===== src/rtl/imm_gen_pipe_if.sv =====
// imm_gen_pipe_if: valid/ready bundle for the immediate generator.
// Carries flush, the instr/ext_op/tag input side and the imm/tag/op output side.
interface imm_gen_pipe_if #(
  parameter int XLEN  = 32,
  parameter int TAG_W = 5
);
  logic             flush;
  logic             in_valid;
  logic             in_ready;
  logic [31:0]      instr;
  logic [2:0]       ext_op;
  logic [TAG_W-1:0] in_tag;
  logic             out_valid;
  logic             out_ready;
  logic [XLEN-1:0]  imm_out;
  logic [TAG_W-1:0] out_tag;
  logic [2:0]       out_op;

  modport master (
    output flush, in_valid, instr, ext_op,
    output in_tag, out_ready,
    input  in_ready, out_valid, imm_out,
    input  out_tag, out_op
  );

  modport slave (
    input  flush, in_valid, instr, ext_op,
    input  in_tag, out_ready,
    output in_ready, out_valid, imm_out,
    output out_tag, out_op
  );
endinterface


===== src/rtl/imm_gen_pipe.sv =====
// imm_gen_pipe: pipelined RV32I/RV64I immediate generator with skid buffer.
// Ports: clk, rst (async high), bus (slave: flush, in/out valid-ready, imm, tag, op).
module imm_gen_pipe #(
  parameter int XLEN  = 32,
  parameter int TAG_W = 5
) (
  input logic           clk,
  input logic           rst,
  imm_gen_pipe_if.slave bus
);
  localparam int SHAMT_W = (XLEN == 32) ? 5 : 6;

  logic [31:7]      i;
  logic [XLEN-1:0]  imm_c;

  logic             mv, kv, rdy;
  logic [XLEN-1:0]  m_imm, k_imm;
  logic [TAG_W-1:0] m_tag, k_tag;
  logic [2:0]       m_op, k_op;
  logic             accept, drain;

  assign i = bus.instr[31:7];

  always_comb begin
    imm_c = '0;
    unique case (bus.ext_op)
      3'b000: imm_c = '0;
      3'b001: imm_c = XLEN'($signed({i[31:25], i[11:7]}));
      3'b010: imm_c = XLEN'($signed(i[31:20]));
      3'b011: imm_c = XLEN'(i[20+SHAMT_W-1:20]);
      3'b100: imm_c = XLEN'($signed({i[31], i[7], i[30:25],
                                     i[11:8], 1'b0}));
      3'b101: imm_c = XLEN'($signed({i[31:12], 12'b0}));
      3'b110: imm_c = XLEN'($signed({i[31], i[19:12], i[20],
                                     i[30:21], 1'b0}));
      3'b111: imm_c = XLEN'(i[19:15]);
    endcase
  end

  assign accept = bus.in_valid && rdy;
  assign drain  = mv && bus.out_ready;

  // rdy mirrors !kv but is its own flop so in_ready has no
  // combinational path from anything.
  always_ff @(posedge clk or posedge rst) begin
    if (rst) begin
      mv    <= 1'b0;
      kv    <= 1'b0;
      rdy   <= 1'b1;
      m_imm <= '0;
      m_tag <= '0;
      m_op  <= '0;
      k_imm <= '0;
      k_tag <= '0;
      k_op  <= '0;
    end else if (bus.flush) begin
      mv  <= 1'b0;
      kv  <= 1'b0;
      rdy <= 1'b1;
    end else if (kv) begin
      if (drain) begin
        m_imm <= k_imm;
        m_tag <= k_tag;
        m_op  <= k_op;
        kv    <= 1'b0;
        rdy   <= 1'b1;
      end
    end else if (accept && (!mv || drain)) begin
      m_imm <= imm_c;
      m_tag <= bus.in_tag;
      m_op  <= bus.ext_op;
      mv    <= 1'b1;
    end else if (accept) begin
      k_imm <= imm_c;
      k_tag <= bus.in_tag;
      k_op  <= bus.ext_op;
      kv    <= 1'b1;
      rdy   <= 1'b0;
    end else if (drain) begin
      mv <= 1'b0;
    end
  end

  assign bus.in_ready  = rdy;
  assign bus.out_valid = mv;
  assign bus.imm_out   = m_imm;
  assign bus.out_tag   = m_tag;
  assign bus.out_op    = m_op;
endmodule


===== src/flat_wrapper.sv =====
// flat-port wrapper written by rule: the top's interface ports become plain ports
module imm_gen_pipe_flat 
#(
  parameter int XLEN  = 32,
  parameter int TAG_W = 5
)
  (clk, rst, bus_flush, bus_in_valid, bus_instr, bus_ext_op, bus_in_tag, bus_out_ready, bus_in_ready, bus_out_valid, bus_imm_out, bus_out_tag, bus_out_op);
  imm_gen_pipe_if #(.XLEN(XLEN), .TAG_W(TAG_W)) bus_i ();
  input logic clk;
  input logic rst;
  input wire logic [$bits(bus_i.flush)-1:0] bus_flush;
  input wire logic [$bits(bus_i.in_valid)-1:0] bus_in_valid;
  input wire logic [$bits(bus_i.instr)-1:0] bus_instr;
  input wire logic [$bits(bus_i.ext_op)-1:0] bus_ext_op;
  input wire logic [$bits(bus_i.in_tag)-1:0] bus_in_tag;
  input wire logic [$bits(bus_i.out_ready)-1:0] bus_out_ready;
  output wire logic [$bits(bus_i.in_ready)-1:0] bus_in_ready;
  output wire logic [$bits(bus_i.out_valid)-1:0] bus_out_valid;
  output wire logic [$bits(bus_i.imm_out)-1:0] bus_imm_out;
  output wire logic [$bits(bus_i.out_tag)-1:0] bus_out_tag;
  output wire logic [$bits(bus_i.out_op)-1:0] bus_out_op;
  assign bus_i.flush = bus_flush;
  assign bus_i.in_valid = bus_in_valid;
  assign bus_i.instr = bus_instr;
  assign bus_i.ext_op = bus_ext_op;
  assign bus_i.in_tag = bus_in_tag;
  assign bus_i.out_ready = bus_out_ready;
  assign bus_in_ready = bus_i.in_ready;
  assign bus_out_valid = bus_i.out_valid;
  assign bus_imm_out = bus_i.imm_out;
  assign bus_out_tag = bus_i.out_tag;
  assign bus_out_op = bus_i.out_op;
  imm_gen_pipe #(.XLEN(XLEN), .TAG_W(TAG_W)) u_core (.clk(clk), .rst(rst), .bus(bus_i));
endmodule

===== config.mk =====
export PLATFORM = sky130hd
export DESIGN_NAME = imm_gen_pipe_flat
export DESIGN_NICKNAME = d
export VERILOG_FILES = /design/src/rtl/imm_gen_pipe_if.sv /design/src/rtl/imm_gen_pipe.sv /design/src/flat_wrapper.sv
export SDC_FILE = /design/constraint.sdc
export NUM_CORES = 1
export LEC_CHECK = 0
export ABC_CLOCK_PERIOD_IN_PS = 4700
export BUFFER_PORTS_ARGS = -buffer_cell sky130_fd_sc_hd__buf_2
export CAP_MARGIN = 25
export CORE_ASPECT_RATIO = 0.75
export CORE_MARGIN = 4
export CORE_UTILIZATION = 59
export DETAILED_ROUTE_END_ITERATION = 16
export PLACE_DENSITY = 0.94
export SYNTH_ARGS = -nofsm -noshare
export SYNTH_HDL_FRONTEND = slang
export SYNTH_SLANG_ARGS = --single-unit

===== constraint.sdc =====
create_clock -name clk -period 4.7 [get_ports clk]
set_input_delay 0.235 -clock clk [delete_from_list [all_inputs] [get_ports clk]]
set_output_delay 0.235 -clock clk [all_outputs]
set_load 0.01 [all_outputs]

* Word level (Yosys, flattened, before mapping) *
Cells that the tools add are included.

storage, ports and cells
  register bits = 83
  bits in latches = 0
  bits in writable memories = 0
  bits in read-only memories = 0
  output and inout bits = 42
  memories kept = 0

operators by class
  add/sub/neg operators = 0
  multipliers = 0
  div/mod/pow operators = 0
  order comparisons = 0
  equality and inequality tests = 12
  shift operators = 0
  muxes and demuxes = 25
  bitwise operators = 3
  reduce and logical (&&, ||, !) cells = 13

operator list
  kind                                           count
  one-hot mux 32 bit (8 select lines)            1
  two-way mux 32 bit                             3
  two-way mux 1 bit                              15
  two-way mux 5 bit                              3
  == test 3 bit, second input constant           4
  two-way mux 3 bit                              3
  AND reduction 3 bit                            3
  == test 3 x 2 -> 1 bit, second input constant  2
  != test 3 bit, second input constant           2
  nonzero test 3 bit                             2
  != test 2 bit, second input constant           2
  AND reduction 4 bit                            1
  == test 3 x 1 -> 1 bit, second input constant  1
  logical AND 1 bit                              3
  logical NOT 3 bit                              1
  != test 3 x 2 -> 1 bit, second input constant  1
  inverter 1 bit                                 3
  nonzero test 2 bit                             1
  logical NOT 1 bit                              1
  logical OR 1 bit                               1

* Logic depth before layout (Yosys ltp) *
Gate-level depths: netlist (run 1).

  word-level depth = 6
  mapped depth = 7
  gate-level depth less buffers = 4

* Worst setup path before layout (run 1) *
Ideal clock, no wire load.

  path type = register to register
  start point = reg u_core.rdy, in the netlist u_core.bus.in_ready
  end point = reg u_core.k_imm[12]
  library setup time = 0.125 ns
  arrival time = 1.596 ns
  data required time = 4.575 ns
  slack = 2.979 ns
  cell stages (with the launch flop) = 6
  path buffers = 2
  period minus slack after synthesis = 1.721 ns
  cell sequence = dfstp_2 > nand3b_4 > or3b_1 > buf_2 > buf_6 > mux2_4

between the ends
  word-level cells in the longest chain between the ends = 4

RTL lines
  item                                      line                text
  start: declaration                        imm_gen_pipe.sv:16  logic mv, kv, rdy;
  start signal: assignment                  imm_gen_pipe.sv:49  rdy <= 1'b1;
  start signal: assignment                  imm_gen_pipe.sv:59  rdy <= 1'b1;
  start signal: assignment                  imm_gen_pipe.sv:66  rdy <= 1'b1;
  logical AND 1 bit (*)                     imm_gen_pipe.sv:40  assign accept = bus.in_valid && rdy;
  logical AND 1 bit                         imm_gen_pipe.sv:68  end else if (accept && (!mv || drain)) begin
  inverter 1 bit (no source line)           --
  AND reduction 4 bit (no source line) (*)  --
  end signal: assignment                    imm_gen_pipe.sv:74  k_imm <= imm_c;
  end: declaration                          imm_gen_pipe.sv:17  logic [XLEN-1:0] m_imm, k_imm;

Every way passes the cells marked *; elsewhere a longest branch is shown, timed or not.
A chain may end at the register's enable or synchronous reset.

* Worst setup path after layout (run 1) *
  start point = reg u_core.mv, in the netlist u_core.bus.out_valid
  end point = reg u_core.k_tag[4]

between the ends
  word-level cells in the longest chain between the ends = 5
  elaborated cells between the ends (all ways) = 6
  classes of those cells = 1 x bitwise; 5 x reduce/logical

RTL lines
  item                                                    line                                    text
  start: declaration                                      imm_gen_pipe.sv:16
  start signal: assignment                                imm_gen_pipe.sv:47                      mv <= 1'b0;
  start signal: assignment                                imm_gen_pipe.sv:57                      mv <= 1'b0;
  start signal: assignment                                imm_gen_pipe.sv:72                      mv <= 1'b1;
  logical NOT 1 bit or logical AND 1 bit (tied branches)  imm_gen_pipe.sv:68, imm_gen_pipe.sv:41
  logical OR 1 bit (*)                                    imm_gen_pipe.sv:68
  logical AND 1 bit (*)                                   imm_gen_pipe.sv:68
  inverter 1 bit (no source line) (*)                     --
  AND reduction 4 bit (no source line) (*)                --
  end signal: assignment                                  imm_gen_pipe.sv:75                      k_tag <= bus.in_tag;
  end: declaration                                        imm_gen_pipe.sv:18                      logic [TAG_W-1:0] m_tag, k_tag;

Marked as above.

==> flow_summary.yaml, run 1 <==
outcome:
  status: "completed"
global_route:
  grt_max_degree: 60
  grt_pass1_vias: 3169
  grt.total_usage: 0.2362
  overflow: 0
  grt_pass1_wl_um: 15650
  antenna_found_initial: 0
synthesis:
  synth_top_cell_area_share: 0.4884
  synth.most_common_cell: "dfrtp_1"
  ys_types: 39
  synthTopCellsByCount: "82 x dfrtp_1, 64 x nand2_1, 54 x o21ai_0"
  syn_inst: 406
  synth.largest_area_cell: "dfrtp_1"
  synth_area_leaders: "dfrtp_1 49%, mux2i_1 7.4%, mux2_4 6.8%"
  syn_area_um2: 4202
  synthArstFlopShare: 1.000
  synth-main-ff-cell: "dfrtp_1"
  synth_edf_count: 0
  synth-seq-cells: 83
  syn_area_per_cell_um2: 10.35
  yosysSeqAreaShare: 0.4946
  ys_warn_count: 0
  syn_nets: 451
clock_tree:
  worstSkewPairLatency_ns: 0.36
  cts_num_sinks: 83
  cts_buffers: 9
  postCtsSetupRepairBufs: 0
  cts_resized: 0
  h-tree-depth: 3
  clkTransAtPathRegs_ns: 0.08
  hold_buffers: 1
  cts.root.buffer_cell: "clkbuf_8"
  max-clock-path-buffers: 2
  cts_tree: "done"
worst_setup_path:
  worstPathRequired_ns: 4.95
  worstReg2RegEnd: "u_core.k_tag[4]"
  timing.rr.start: "u_core.bus.out_valid"
  critical_path_arrival_ns: 2.58
  cp_max_fo: 37
  cp-end-kind: "flip-flop"
  cpPeakStageDelay_ns: 0.72
  reg2regPathDepth: 4
  critPathLaunchType: "flip-flop"
  crit_chain: "and2b_1 > or3b_2 > buf_4 > mux2_4"
  r2r_setup_slack_ns: 2.36
  cp_slowest_cell: "or3b_2"
  critPathKind: "flip-flop to flip-flop"
drt:
  routed_wl_um: 9747
  vias: 3263
  wire_per_inst_um: 17.10
  ant_nets: 0
  drc: 0
  first_iter_violations: 230
  drt-vias-per-instance: 5.725
  drtPass1Iterations: 4
sta:
  slew_headroom: 0.4762
  skew_ns: 0.01009
  worst_pin_slew_ns: 0.7858
  setup_viol: 0
  fmax_mhz: 427.8
  finalCritPeriodShare: 0.4974
  hold_viol_final: 0
  tns_ns: 0
  grt_setup_unrepaired: "false"
  fin_hold_ws_ns: 0.1180
  period_needed_ns: 2.338
  report.final.slew_viol_count: 0
  layout_setup_ws_ns: 2.362
floorplanning:
  pin_count: 87
  die_w_um: 105.4
  core_area_um2: 6864
  start_util: 0.6121
  rows: 26
  die_h_um: 81.08
  die_area_um2: 8549
pwr:
  clockPowerShare: 0.272
  power_mw: 2.076
  combPwrFrac: 0.244
  vdd_ir_drop_max_mv: 0.1882
  leakage_nw: 2.330
  netSwitchingFraction: 0.2979
  intPower_mw: 1.457
  switchingPower_mw: 0.6185
  seqPwrFrac: 0.484
  p_per_area_nw_per_um2: 429.7
hold_path:
  hp-start: "bus_flush"
  hold_end: "u_core.bus.out_valid"
  min_path_cells: 2
  hp-class: "primary input to flip-flop"
place:
  io_buffers: 79
  dp_hpwl_um: 6541
  pre_cts_ws_ns: 2.306
  post_dp_cell_area_um2: 4597
  dp_cells: 553
  place.gp.congestion: 0.8136
final_layout:
  area_growth_pct: 14.98
  multi_input_area_um2: 1944
  final_util: 0.7038
  layout-drive-gt1-share: 0.3051
  num_antenna_cells: 0
  fin_cells: 570
  seqCellArea_um2: 2079
  fillers: 511
  fin_nets: 513
  stdcell_area_um2: 4831
flow_run:
  maxCapViolations: 0
[logic make-up after synthesis]
kind of cell | Yosys count | share of synthesized area
flops | 83 | 0.4946
xor+xnor | 2 | 0.004170
compound gates | 110 | 0.1507
simple gates | 105 | 0.1194
buf+inv | 39 | 0.04377
mux | 67 | 0.1873
[power by group through the flow]
stage,logic [mW],clock network (mW),registers (mW)
floorplan,0.291,0,1.04
global placement,0.487,0,1.00
detailed placement,0.509,0,1.02
CTS,0.511,0.572,1.00
global route,0.562,0.600,1.03
finish,0.507,0.564,1.00
[registers in the layout, summed over array words and instances (netlist names)]
register              flops
u_core.bus.imm_out       32
u_core.k_imm             32
u_core.bus.out_tag        5
u_core.k_tag              5
u_core.bus.out_op         3
u_core.k_op               3
u_core.bus.in_ready       1
u_core.bus.out_valid      1
u_core.kv                 1
[worst max-delay path by stage]
| stage | to | startpoint | depth (start not counted) |
|---|---|---|---|
| floorplan | u_core.bus.imm_out[0] | rst | 1 |
| global placement | u_core.bus.imm_out[17] | bus_ext_op[2] | 5 |
| detailed placement | u_core.bus.imm_out[9] | bus_ext_op[2] | 5 |
| CTS | u_core.k_tag[4] | u_core.bus.in_ready | 4 |
| global route | u_core.k_tag[3] | u_core.bus.out_valid | 4 |
| finish | u_core.k_tag[4] | u_core.bus.out_valid | 4 |
[critical path, delay by kind of cell (launching register included)]
kind	cells	cell delay (ns)
flip-flops	1	0.43
AND/OR/NAND/NOR	2	0.95
buffers and inverters	1	0.49
multiplexers	1	0.34
[layout make-up]
cell class,count,area share
clock buffers,11,0.02927
flip-flops and latches,83,0.4305
repair buffers,87,0.09428
well taps,98,0.02538
multi-input cells,284,0.4025
inverters,3,0.002590
clock inverters,4,0.01554
[per-layer routing]
metal	routed length (um)	GRT usage
met1	4290	0.3147
met4	117	0.08388
met2	4613	0.3855
met5	0	0
met3	725	0.05401
[placed cells by master, fill, tap and decap left out, types with 3 or more instances in the layout]
| master | synthesis | final |
|---|---|---|
| dfrtp_1 | 82 | 81 |
| buf_2 | 9 | 80 |
| nand2_1 | 64 | 64 |
| o21ai_0 | 54 | 54 |
| mux2i_1 | 31 | 31 |
| a21oi_1 | 25 | 25 |
| mux2_4 | 19 | 19 |
| mux2_2 | 17 | 17 |
| o22ai_1 | 10 | 10 |
| clkbuf_8 | 0 | 10 |
| nand3_1 | 9 | 9 |
| nor2_1 | 7 | 7 |
| nand3b_1 | 7 | 7 |
| o211ai_1 | 6 | 6 |
| buf_4 | 1 | 6 |
| and3_1 | 5 | 5 |
| o211a_1 | 4 | 4 |
| a21o_1 | 3 | 3 |
| nand2b_1 | 3 | 3 |
| nor2b_1 | 3 | 3 |
(Power assumes the default switching activity.)
==> run 2, diff against run 1 <==
--- a/config.mk
+++ b/config.mk
@@ -5,14 +5,15 @@
 export SDC_FILE = /design/constraint.sdc
 export NUM_CORES = 1
 export LEC_CHECK = 0
-export ABC_CLOCK_PERIOD_IN_PS = 4700
+export ABC_AREA = 1
+export ABC_CLOCK_PERIOD_IN_PS = 2200
 export BUFFER_PORTS_ARGS = -buffer_cell sky130_fd_sc_hd__buf_2
 export CAP_MARGIN = 25
 export CORE_ASPECT_RATIO = 0.75
 export CORE_MARGIN = 4
-export CORE_UTILIZATION = 59
+export CORE_UTILIZATION = 55
 export DETAILED_ROUTE_END_ITERATION = 16
-export PLACE_DENSITY = 0.94
+export PLACE_DENSITY = 0.89
 export SYNTH_ARGS = -nofsm -noshare
 export SYNTH_HDL_FRONTEND = slang
 export SYNTH_SLANG_ARGS = --single-unit
==> constraint.sdc (replaced) <==
create_clock -name clk -period 2.2 [get_ports clk]
set_input_delay 0.11 -clock clk [delete_from_list [all_inputs] [get_ports clk]]
set_output_delay 0.11 -clock clk [all_outputs]
set_load 0.01 [all_outputs]
==> run 2 against run 1 <==
Net effect:
- routed wire length grew 8.0%
- via count grew 22%
- first-iteration DRC count shrank 3.9%
- flip-flop and latch count is the same
- clock-buffer cell count grew 1
- register-to-register slack lost 1.9 ns
- non-clock buffer count grew 8
- hold slack lost 0.081 ns
==> flow_summary.yaml, run 2 <==
outcome:
  status: "completed"
final_layout:
  fin_nets: 692
  layout_commonest_cell: "nand2_1"
  area_growth_pct: 17.31
  final_cell_mix: "266 x nand2_1, 82 x dfrtp_1, 79 x buf_2"
  layout-drive-gt1-share: 0.1794
synthesis:
  synth_area_leaders: "dfrtp_1 49%, nand2_1 24%, nand3_1 5.0%"
  synth.most_common_cell: "nand2_1"
  synth.largest_area_cell: "dfrtp_1"
  muxShareOfSynthArea: 0
  synth-seq-cells: 83
  syn_area_per_cell_um2: 7.280
  synth_xor_area_frac: 0
  ys_warn_count: 0
  syn_area_um2: 4164
  syn_nets: 617
  synthTopCellsByCount: "266 x nand2_1, 82 x dfrtp_1, 55 x nor2_1"
  synth_edf_count: 0
  ys_types: 24
  synth-main-ff-cell: "dfrtp_1"
  synth-simple-area-share: 0.3750
  synth_compound_gate_area_share: 0.05108
  syn_inst: 572
  yosys.area_share.adder: 0
  yosysSeqAreaShare: 0.4991
  synthArstFlopShare: 1.000
  synth_top_family_by_area: "simple AND/OR/NAND/NOR gates"
  synth_top_cell_area_share: 0.4928
drt:
  drt-vias-per-instance: 5.271
  routed_wl_um: 10520
  top_layer_used: "met5"
  wl_met3_um: 1014
  wl_met1_um: 4372
  vias: 3974
  wl_met2_um: 5009
  drtPass1Iterations: 5
  drc: 0
  first_iter_violations: 221
  wire_per_inst_um: 13.96
  ant_nets: 0
floorplanning:
  start_util: 0.5654
  die_h_um: 83.36
  die_area_um2: 9042
  die_w_um: 108.5
  core_area_um2: 7365
  rows: 27
  pin_count: 87
worst_setup_path:
  critPathKind: "flip-flop to flip-flop"
  cp-end-kind: "flip-flop"
  reg2regPathDepth: 8
  worstPathRequired_ns: 2.45
  cp_max_fo: 12
  crit_chain: "nor2_1 > nand3_1 > nand2_2 > inv_2 > buf_4 > nor2_1 > nand2_1 > nand2_1"
  cp_slowest_cell: "dfrtp_1"
  critPathLaunchType: "flip-flop"
  cpPeakStageDelay_ns: 0.60
  critical_path_arrival_ns: 1.99
sta:
  slew_headroom: 0.4231
  finalCritPeriodShare: 0.7905
  setup_viol: 0
  grt_setup_unrepaired: "false"
  period_needed_ns: 1.739
  fmax_mhz: 575.0
  report.final.slew_viol_count: 0
  tns_ns: 0
  hold_viol_final: 0
  fin_hold_ws_ns: 0.03689
  skew_ns: 0.009943
  worst_pin_slew_ns: 0.8635
place:
  io_buffers: 79
  place.gp.congestion: 0.9051
  dp_hpwl_um: 7119
global_route:
  antenna_found_initial: 1
  grt.total_usage: 0.2456
  grt_pass1_wl_um: 17750
  grt_max_degree: 48
  grt_pass1_vias: 3830
  overflow: 0
pwr:
  p_per_area_nw_per_um2: 836.3
  vdd_ir_drop_max_mv: 0.4668
  power_mw: 4.085
  leakage_nw: 2.884
clock_tree:
  worstSkewPairLatency_ns: 0.36
  h-tree-depth: 3
  postCtsSetupRepairBufs: 0
  cts.root.buffer_cell: "clkbuf_8"
  clkTransAtPathRegs_ns: 0.08
  max-clock-path-buffers: 2
  cts_resized: 0
  hold_buffers: 6
  cts_tree: "done"
  cts_buffers: 9
  cts_num_sinks: 83
hold_path:
  hp-class: "primary input to flip-flop"
  min_path_cells: 3
flow_run:
  maxCapViolations: 0
-- run 2: changes by cell type in the layout (fill, tap and decap cells not counted), sizes merged, moves of 31 or more --
| cell | previous run | this run |
|---|---|---|
| inv | 2 | 33 |
| nand2 | 64 | 269 |
| mux2i | 31 | 0 |
| nor2 | 8 | 56 |
| nand3 | 9 | 43 |
| mux2 | 36 | 0 |
-- run 2: path summary, 6_finish.rpt --
check,start,to,slack (ns)
max in group asynchronous,rst,u_core.k_imm[2],1.08
worst max register to register,u_core.kv,u_core.bus.imm_out[3],0.46
worst min register to register,u_core.bus.imm_out[8],u_core.bus.imm_out[8],0.48
worst min-delay path,bus_instr[27],u_core.k_imm[7],0.04
worst max-delay path,u_core.kv,u_core.bus.imm_out[3],0.46
min in group asynchronous,rst,u_core.k_imm[9],0.46
-- run 2: critical path: cells and delay by family (launching register included) --
kind	cells	cell delay [ns]
simple gates	6	0.57
buf+inv	2	0.44
flops	1	0.60
-- run 2: logic make-up (layout without fill, tap and decap cells) --
logic type	count (synthesis)	count (layout)
DFF	83	83
and+or+nand+nor	384	384
other	0	1
AOI/OAI and AO/OA	39	39
buffers and inverters	66	146
-- run 2: power by group --
part,leakage [nW],switching [mW],internal [mW]
clock network,0.0828,0.541,0.526
logic,1.74,0.568,0.380
registers,1.06,0.190,1.88
-- run 2: metal layers --
metal  track usage  up-vias
li1              -     1933
met1        0.3210     1833
met2        0.3842      190
met3       0.08780       16
met4       0.07225        2
met5             0        -
-- run 2: area by class of cell --
class,instances,area (um^2)
clock buffer,12,135.1
tap,101,126.4
clock inverter,4,52.55
multi-input combinational,423,1774
sequential,83,2078
antenna,1,2.502
inverter,35,135.1
fill,642,2480
timing repair buffer,95,580.6
-- run 2: through the flow --
stage               instance area, um^2  utilization  setup WS, ns  cells
global route                       4882       0.6629        0.3542    753
detailed placement                 4634       0.6293        0.4957    731
global placement                   4634       0.6293        0.5824    731
finish                             4885       0.6633        0.4610    754
floorplan                          4168            -        0.8455    572
CTS                                4882       0.6629        0.4887    753
==> run 3, diff against run 2 <==
--- a/config.mk
+++ b/config.mk
@@ -6,7 +6,7 @@
 export NUM_CORES = 1
 export LEC_CHECK = 0
 export ABC_AREA = 1
-export ABC_CLOCK_PERIOD_IN_PS = 2200
+export ABC_CLOCK_PERIOD_IN_PS = 1700
 export BUFFER_PORTS_ARGS = -buffer_cell sky130_fd_sc_hd__buf_2
 export CAP_MARGIN = 25
 export CORE_ASPECT_RATIO = 0.75
==> constraint.sdc (replaced) <==
create_clock -name clk -period 1.7 [get_ports clk]
set_input_delay 0.085 -clock clk [delete_from_list [all_inputs] [get_ports clk]]
set_output_delay 0.085 -clock clk [all_outputs]
set_load 0.01 [all_outputs]
==> run 3 against run 2 <==
Net effect:
- maximum frequency increased by 12%
- critical path depth decreased by 1
- global-route usage increased by 1.3 points
- register-to-register slack got worse by 0.32 ns
- hold slack improved by 0.0024 ns
==> flow_summary.yaml, run 3 (synthesis results as in run 2) <==
sta:
  skew_ns: 0.01147
  setup_viol: 0
  hold_viol_final: 0
  period_needed_ns: 1.555
  grt_setup_unrepaired: "false"
  fmax_mhz: 643.0
  report.final.slew_viol_count: 0
  tns_ns: 0
  finalCritPeriodShare: 0.9149
  slew_headroom: 0.5904
  worst_pin_slew_ns: 0.6129
drt:
  drtPass1Iterations: 5
  ant_nets: 0
  drc: 0
  vias: 4040
  wire_per_inst_um: 14.17
  first_iter_violations: 363
  drt-vias-per-instance: 5.337
  routed_wl_um: 10730
place:
  io_buffers: 79
  dp_hpwl_um: 7315
  place.gp.congestion: 0.9222
clock_tree:
  cts_tree: "done"
  cts_num_sinks: 83
  max-clock-path-buffers: 2
  clkTransAtPathRegs_ns: 0.08
  worstSkewPairLatency_ns: 0.36
  h-tree-depth: 3
  cts.root.buffer_cell: "clkbuf_8"
  cts_buffers: 9
  postCtsSetupRepairBufs: 0
pwr:
  power_mw: 5.447
  leakage_nw: 2.924
  p_per_area_nw_per_um2: 1102
  vdd_ir_drop_max_mv: 0.5863
worst_setup_path:
  crit_chain: "nand2_1 > inv_1 > nand4_1 > clkinv_1 > buf_12 > nand2_1 > o21ai_0"
  timing.rr.start: "u_core.bus.in_ready"
  r2r_setup_slack_ns: 0.14
  crit_top_cell: "nand2_1"
  critPathLaunch: "u_core.bus.in_ready"
  cpPeakStageDelay_ns: 0.54
  worstPathRequired_ns: 1.94
  cp-end-kind: "flip-flop"
  critPathLaunchType: "flip-flop"
  cp_max_fo: 28
  cp_slowest_cell: "dfstp_2"
  critPathKind: "flip-flop to flip-flop"
  critical_path_arrival_ns: 1.80
final_layout:
  final_cell_mix: "266 x nand2_1, 82 x dfrtp_1, 79 x buf_2"
  layout_commonest_cell: "nand2_1"
  num_antenna_cells: 0
  layout-drive-gt1-share: 0.1829
  area_growth_pct: 18.66
  fin_nets: 696
global_route:
  met1_usage: 0.3473
  antenna_found_initial: 0
  gr-usage-met2: 0.4016
  grt_pass1_wl_um: 18750
  overflow: 0
  gr-usage-met3: 0.08003
  grt.total_usage: 0.2581
  grt_busiest_layer: "met2"
  grt_pass1_vias: 4099
  grt_max_degree: 37
floorplanning:
  core_area_um2: 7365
  die_w_um: 108.5
  pin_count: 87
  rows: 27
  die_area_um2: 9042
  start_util: 0.5654
  die_h_um: 83.36
hold_path:
  hp-start: "bus_instr[29]"
  hp-class: "primary input to flip-flop"
outcome:
  status: "completed"
flow_run:
  maxCapViolations: 0
## run 3: cell count changes in the layout (fill, tap and decap cells not counted), sizes merged
cell and delta:
buf +4, bufinv +1, diode -1, clkinvlp -3, clkinv +1, clkbuf +1
## run 3: timing repair
action | CTS | global route
hold endpoints to repair | 26 | 0
setup endpoints to repair | 0 | 0
hold buffers | 6 | 0
gates resized for setup | 0 | 0
## run 3: metrics by stage
step	instances	util	area, um^2	setup slack (ns)	hold WS (ns)
global placement	735	0.6351	4677	0.1896	0.1197
global route	757	0.6709	4941	0.05244	0.01974
finish	757	0.6709	4941	0.1447	0.03929
floorplan	572	-	4168	0.3455	0.1946
detailed placement	735	0.6351	4677	0.1543	0.1240
CTS	757	0.6709	4941	0.1741	0.02444
## run 3: path summary, 6_finish.rpt
| path | cells past startpoint | endpoint |
|---|---|---|
| min in group asynchronous | 3 | u_core.bus.imm_out[9] |
| setup reg to reg | 7 | u_core.k_imm[29] |
| max in group asynchronous | 4 | u_core.bus.in_ready |
| setup / recovery | 7 | u_core.k_imm[29] |
| hold / removal | 3 | u_core.k_imm[9] |
| hold reg to reg | 2 | u_core.bus.imm_out[15] |
## run 3: critical path, delay by kind of cell (launching register included)
kind | cells | cell delay [ns]
AOI/OAI and AO/OA | 1 | 0.11
DFF | 1 | 0.54
buffers and inverters | 3 | 0.50
and+or+nand+nor | 3 | 0.27
## run 3: where the power goes
part	internal (mW)	leakage (nW)	switching, mW
clock network	0.829	0.102	0.688
registers	2.43	1.06	0.244
logic	0.499	1.76	0.755
total	3.76	2.92	1.69
## run 3: routing by layer
| metal | vias up | wire length [um] |
|---|---|---|
| met5 | - | 0 |
| met4 | 0 | 186 |
| met3 | 20 | 955 |
| met2 | 167 | 4969 |
| met1 | 1907 | 4615 |
| li1 | 1946 | - |
## run 3: cell type report
| class | count | area, um^2 |
|---|---|---|
| repair buffers | 99 | 623.1 |
| multi-input cells | 423 | 1774 |
| clock inverters | 3 | 65.06 |
| clock buffers | 13 | 138.9 |
| well taps | 101 | 126.4 |
| flip-flops and latches | 83 | 2078 |
| fillers | 637 | 2424 |
| inverters | 35 | 135.1 |
